==> config.mk <==
export PLATFORM = sky130hd
export DESIGN_NAME = spike_rate_encoder
export DESIGN_NICKNAME = d
export VERILOG_FILES = /design/src/rtl/spike_rate_encoder.sv
export SDC_FILE = /design/constraint.sdc
export NUM_CORES = 1
export LEC_CHECK = 0
export CAP_MARGIN = 40
export CORE_UTILIZATION = 45
export CTS_CLUSTER_DIAMETER = 60
export DETAILED_ROUTE_END_ITERATION = 10
export GPL_TIMING_DRIVEN = 0
export SYNTH_ARGS = -nofsm -noshare
export SYNTH_HDL_FRONTEND = slang
export SYNTH_SLANG_ARGS = --single-unit
==> constraint.sdc <==
create_clock -name clk -period 3.9 [get_ports clk]
set_input_delay 0.585 -clock clk [delete_from_list [all_inputs] [get_ports clk]]
set_output_delay 0.585 -clock clk [all_outputs]
set_load 0.02 [all_outputs]
==> src/rtl/spike_rate_encoder.sv <==
`default_nettype none
// ============================================================================
//  Module   : spike_rate_encoder
//  Function : Loads one pixel frame over AXI-Stream, emits per-line rate-coded
//             spike trains for ENCODE_TIME cycles, then REST_TIME zero cycles.
//             Build option SPIKE_ENC_DETERMINISTIC_EN selects phase-accumulator
//             encoding instead of the default LFSR stochastic encoding.
//  Revision : 1.0 - initial release
// ============================================================================
module spike_rate_encoder #(
    parameter int          N_INPUTS    = 2,
    parameter int          PIX_W       = 8,
    parameter int          ENCODE_TIME = 350,
    parameter int          REST_TIME   = 150,
    parameter logic [15:0] LFSR_SEED   = 16'hACE1
) (
    input  logic                clk,
    input  logic                rst,
    input  logic                en,
    input  logic [PIX_W-1:0]    s_axis_tdata,
    input  logic                s_axis_tvalid,
    input  logic                s_axis_tlast,
    output logic                s_axis_tready,
    output logic [N_INPUTS-1:0] pre_spikes,
    output logic                sample_start,
    output logic                sample_done,
    output logic                busy,
    output logic                frame_err
);

    localparam int c_cnt_max = (ENCODE_TIME > REST_TIME) ? ENCODE_TIME : REST_TIME;
    localparam int c_cnt_w   = (c_cnt_max > 1) ? $clog2(c_cnt_max) : 1;
    localparam int c_idx_w   = (N_INPUTS > 1) ? $clog2(N_INPUTS) : 1;

    localparam logic [c_cnt_w-1:0] c_enc_last  = c_cnt_w'(ENCODE_TIME - 1);
    localparam logic [c_cnt_w-1:0] c_rest_last = c_cnt_w'(REST_TIME - 1);
    localparam logic [c_idx_w-1:0] c_last_beat = c_idx_w'(N_INPUTS - 1);

    typedef enum logic [1:0] {
        S_LOAD   = 2'd0,
        S_ENCODE = 2'd1,
        S_REST   = 2'd2
    } state_t;

    state_t                r_state;
    logic [c_cnt_w-1:0]    r_cnt;
    logic [c_idx_w-1:0]    r_beat_idx;
    logic [PIX_W-1:0]      r_intensity [N_INPUTS];
    logic [N_INPUTS-1:0]   r_pre;
    logic                  r_start;
    logic                  r_frame_err;
    logic [N_INPUTS-1:0]   w_spike;
    logic                  w_last_beat;

`ifdef SPIKE_ENC_DETERMINISTIC_EN
    // Only the fractional phase is stored; the carry is recomputed each cycle.
    logic [PIX_W-1:0]      r_acc      [N_INPUTS];
    logic [PIX_W:0]        w_acc_next [N_INPUTS];
`else
    logic [15:0]           r_lfsr     [N_INPUTS];

    function automatic logic [15:0] f_seed(input int idx);
        logic [15:0] s;
        s = LFSR_SEED ^ 16'(16'h9E37 * (idx + 1));
        return (s == 16'h0000) ? 16'h0001 : s;
    endfunction

    function automatic logic [15:0] f_lfsr_next(input logic [15:0] s);
        return s[0] ? ((s >> 1) ^ 16'hB400) : (s >> 1);
    endfunction
`endif

    always_comb begin
        for (int i = 0; i < N_INPUTS; i++) begin
`ifdef SPIKE_ENC_DETERMINISTIC_EN
            w_acc_next[i] = {1'b0, r_acc[i]} + {1'b0, r_intensity[i]};
            w_spike[i]    = w_acc_next[i][PIX_W];
`else
            w_spike[i]    = (r_lfsr[i][PIX_W-1:0] < r_intensity[i]);
`endif
        end
    end

    assign w_last_beat = (r_beat_idx == c_last_beat);

    always_ff @(posedge clk or posedge rst) begin
        if (rst) begin
            r_state     <= S_LOAD;
            r_cnt       <= '0;
            r_beat_idx  <= '0;
            r_pre       <= '0;
            r_start     <= 1'b0;
            r_frame_err <= 1'b0;
            for (int i = 0; i < N_INPUTS; i++) begin
                r_intensity[i] <= '0;
`ifdef SPIKE_ENC_DETERMINISTIC_EN
                r_acc[i]       <= '0;
`else
                r_lfsr[i]      <= f_seed(i);
`endif
            end
        end else if (en) begin
            r_start <= (r_state == S_ENCODE) && (r_cnt == '0);
            unique case (r_state)
                S_LOAD: begin
                    r_pre <= '0;
                    if (s_axis_tvalid) begin
                        r_intensity[r_beat_idx] <= s_axis_tdata;
                        if (w_last_beat != s_axis_tlast)
                            r_frame_err <= 1'b1;
                        if (w_last_beat || s_axis_tlast) begin
                            // Short frame: lines beyond the tlast beat stay silent.
                            for (int i = 0; i < N_INPUTS; i++) begin
                                if (c_idx_w'(i) > r_beat_idx)
                                    r_intensity[i] <= '0;
`ifdef SPIKE_ENC_DETERMINISTIC_EN
                                r_acc[i] <= '0;
`endif
                            end
                            r_beat_idx <= '0;
                            r_cnt      <= '0;
                            r_state    <= S_ENCODE;
                        end else begin
                            r_beat_idx <= r_beat_idx + 1'b1;
                        end
                    end
                end
                S_ENCODE: begin
                    r_pre <= w_spike;
                    for (int i = 0; i < N_INPUTS; i++) begin
`ifdef SPIKE_ENC_DETERMINISTIC_EN
                        r_acc[i]  <= w_acc_next[i][PIX_W-1:0];
`else
                        r_lfsr[i] <= f_lfsr_next(r_lfsr[i]);
`endif
                    end
                    if (r_cnt == c_enc_last) begin
                        r_cnt   <= '0;
                        r_state <= S_REST;
                    end else begin
                        r_cnt <= r_cnt + 1'b1;
                    end
                end
                S_REST: begin
                    r_pre <= '0;
                    if (r_cnt == c_rest_last) begin
                        r_cnt      <= '0;
                        r_beat_idx <= '0;
                        r_state    <= S_LOAD;
                    end else begin
                        r_cnt <= r_cnt + 1'b1;
                    end
                end
                default: r_state <= S_LOAD;
            endcase
        end
    end

    // Held registers are masked while frozen so a due pulse appears on resume.
    assign pre_spikes    = r_pre & {N_INPUTS{en}};
    assign sample_start  = r_start & en;
    assign sample_done   = en && (r_state == S_REST) && (r_cnt == c_rest_last);
    assign s_axis_tready = en && (r_state == S_LOAD);
    assign busy          = (r_state != S_LOAD);
    assign frame_err     = r_frame_err;

endmodule
`default_nettype wire

==> impl_metrics.env <==
export IMPL_gp_congestion=0.783
export IMPL_simple_gate_fraction_of_synth_area_pct=9.13
export IMPL_finalPower_w=0.00229
export IMPL_pin_count=20
export IMPL_synth_cell_types=39
export IMPL_rsz0062_at_grt="false"
export IMPL_route_vias_total=2125
export IMPL_pin_count_of_the_biggest_net_entering_global_routing=32
export IMPL_synth_edf_count=0
export IMPL_clkPwrFrac_pct=28.5
export IMPL_layout_drive_gt1_share_pct=24.4
export IMPL_max_freq_mhz=357
export IMPL_worst_r2r_setup_slack_ns=1.81
export IMPL_power_share_combinational_pct=32.4
export IMPL_grt_antenna_before_repair=0
export IMPL_final_core_util_pct=55.2
export IMPL_initial_core_util_pct=46.8
export IMPL_finalMaxSlewViolations=0
export IMPL_syn_to_final_growth_pct=18.1
export IMPL_fin_tns_setup_ns=0
export IMPL_cts_tree="yes"
export IMPL_cts_inserted_buffers=9
export IMPL_hold_path_class="flip-flop to flip-flop"
export IMPL_worst_path_largest_cell_delay_ns=0.64
export IMPL_reg2regPathDepth=6
export IMPL_final_critical_path_share_of_the_clock_period_pct=71.8
export IMPL_seqCellArea_sq_um=1620
export IMPL_hpwl_microns=4220
export IMPL_seq_area_frac_synth_pct=50.7
export IMPL_finalHoldViolCount=0
export IMPL_fp_dieH_microns=86.3
export IMPL_critPathTopFamily="simple AND/OR/NAND/NOR gates"
export IMPL_detailed_router_iteration_count_before_antenna_repair=4
export IMPL_die_area_sq_um=7440
export IMPL_postSynthRegisterBits=64
export IMPL_max_cap_violations=0
export IMPL_detail_route_vias_per_cell=5.16
export IMPL_seq_power_share_pct=39.1
export IMPL_grt_pass1_vias=2135
export IMPL_post_cts_buffers=0
export IMPL_synth_area_per_cell_sq_um=11.4
export IMPL_rows=30
export IMPL_total_switching_power_w=0.000772
export IMPL_setup_worst_path_start_class="flip-flop"
export IMPL_synthesis_yosys_warnings=0
export IMPL_synth_area_mux_share_pct=12.7
export IMPL_slew_headroom_pct=56.4
export IMPL_leakage_nw=1.71
export IMPL_synth_area_sq_um=3190
export IMPL_layout_cells_most_common_list="49 x sky130_fd_sc_hd__dfrtp_1, 35 x sky130_fd_sc_hd__mux2_2, 29 x sky130_fd_sc_hd__inv_1"
export IMPL_outcome="complete, no violations"
export IMPL_critPathMaxFanout=6
export IMPL_globalRouteOverflowTotal=0
export IMPL_final_area_sq_um=3770
export IMPL_max_slew_worst_pin_slew_ns=0.649
export IMPL_critical_path_startpoint="r_cnt[3]"
export IMPL_critical_path_buf_inv_count=1
export IMPL_cp_data_arrival_time_ns=2.21
export IMPL_fp_dieW_microns=86.3
export IMPL_ant_nets=0
export IMPL_synthesis_nets=314
export IMPL_cts_hold_buffers=0
export IMPL_rr_endpoint="r_lfsr[31]"
export IMPL_synth_compound_area_share_pct=12.1
export IMPL_route_final_wire_length_microns=5830
export IMPL_power_switching_share_pct=33.8
export IMPL_port_buffers=19
export IMPL_worstHoldPathCells=1
export IMPL_grt_first_pass_wirelength_microns=9940
export IMPL_synth_fa_ha_area_share_pct=8.62
export IMPL_fin_crit_ns=2.80
export IMPL_wl_per_cell_microns=14.1
export IMPL_syn_instance_count=279
export IMPL_cell_internal_pwr_w=0.00151
export IMPL_power_density_nw_per_um2=606
export IMPL_tritoncts_num_sinks=64
export IMPL_clock_root_buffer="sky130_fd_sc_hd__clkbuf_8"
export IMPL_drc=0
export IMPL_r2r_start="r_state[1]"
export IMPL_insertedDiodeCount=0
export IMPL_req_time_crit_path_ns=3.31
export IMPL_layout_cells_most_common="sky130_fd_sc_hd__dfrtp_1"
export IMPL_min_to="frame_err"
export IMPL_path_clk_slew_ns=0.07
export IMPL_cts_htree_levels=3
export IMPL_post_cts_resized_instances=0
export IMPL_cts_max_path_buffers=2
export IMPL_yosys_area_share_xor_xnor_pct=1.65
export IMPL_hold_path_startpoint="frame_err"
export IMPL_finalSetupViolations=0
export IMPL_area_occupied_by_multi_input_gates_sq_um=1410
export IMPL_critPathCaptureType="output port"
export IMPL_place_area_sq_um=3540
export IMPL_ir_worst_vdd_mv=0.272
export IMPL_finalNetCount=346
export IMPL_gr_usage_all_layers_pct=17.6
export IMPL_core_area_sq_um=6830
export IMPL_cp_slowest_cell="sky130_fd_sc_hd__clkdlybuf4s50_1"
export IMPL_cp_cell_sequence="or4_4 > nor3_1 > clkdlybuf4s50_1"
export IMPL_clk_latency_ns=0.34
export IMPL_synth_top_family_by_area="multiplexers"
export IMPL_post_synthesis_async_set_or_reset_flop_share_pct=100
export IMPL_dominantRegCellSynth="sky130_fd_sc_hd__dfrtp_1"
export IMPL_detailedRoute_firstIterationViolations=51
export IMPL_final_setup_skew_ns=0.0109
export IMPL_timing_setup_critical_path_class="flip-flop to output port"
export IMPL_fill_cells=612
==> routing by layer <==
| layer | global-route usage [%] | part of all wire, % |
|---|---|---|
| met5 | 0 | 0 |
| met2 | 27.1 | 47 |
| met1 | 24.2 | 49 |
| met3 | 3.05 | 2.0 |
| met4 | 8.64 | 1.9 |
==> final cells by class <==
class                   instances  share of cell area (%)
clock buffers                  10                    3.65
plain buffers                  12                    1.36
well taps                      96                    3.18
clock inverters                 6                    2.42
multi-input cells             173                    37.4
inverters                      30                    2.98
flip-flops and latches         64                    42.9
repair buffers                 21                    6.10
==> logic make-up after synthesis <==
| kind of cell | Yosys count |
|---|---|
| buf+inv | 42 |
| flops | 64 |
| simple gates | 55 |
| xor+xnor | 6 |
| fa+ha+maj | 22 |
| mux | 36 |
| compound gates | 54 |
==> how the worst max path moves through the flow <==
stage,slack [ns],cells after the start,to
finish,1.10,3,sample_done
floorplan,1.74,1,async pin
detailed placement,1.14,5,sample_done
global route,1.05,3,sample_done
global placement,0.54,2,r_intensity[5]
CTS,1.07,3,sample_done
==> power by group through the flow <==
| stage | Sequential (W) | Combinational (W) | Clock, W |
|---|---|---|---|
| after floorplan | 0.000880 | 0.000550 | 0 |
| after global placement | 0.000901 | 0.000725 | 0 |
| after detailed placement | 0.000904 | 0.000750 | 0 |
| after CTS | 0.000894 | 0.000752 | 0.000668 |
| after global routing | 0.000912 | 0.000825 | 0.000704 |
| final | 0.000894 | 0.000742 | 0.000651 |
==> cells in the mapped netlist, types with 4 or more instances <==
master                     number  area, sq um
sky130_fd_sc_hd__and2_1         5         31.3
sky130_fd_sc_hd__xnor2_1        6         52.6
sky130_fd_sc_hd__nor3_1         4         20.0
sky130_fd_sc_hd__mux2_2        35          394
sky130_fd_sc_hd__o21ai_0       11         55.1
sky130_fd_sc_hd__a22o_1         8         70.1
sky130_fd_sc_hd__dfrtp_1       49         1230
sky130_fd_sc_hd__nand2b_1       6         37.5
sky130_fd_sc_hd__nand3_1        7         35.0
sky130_fd_sc_hd__a21oi_1        9         45.0
sky130_fd_sc_hd__inv_1         30          113
sky130_fd_sc_hd__ha_1          22          275
sky130_fd_sc_hd__nand4_1        5         31.3
sky130_fd_sc_hd__clkbuf_1       8         30.0
sky130_fd_sc_hd__dfstp_2       15          394
sky130_fd_sc_hd__nand2_1       20         75.1
==> through the flow <==
step	hold slack [ns]	cells	setup WS (ns)
3_3_place_gp	0.452	394	0.536
5_1_grt	0.480	412	1.05
4_1_cts	0.467	412	1.07
2_1_floorplan	0.446	279	1.74
6_report	0.460	412	1.10
3_5_place_dp	0.447	396	1.14
No activity file was read; power rests on OpenSTA's default activity.
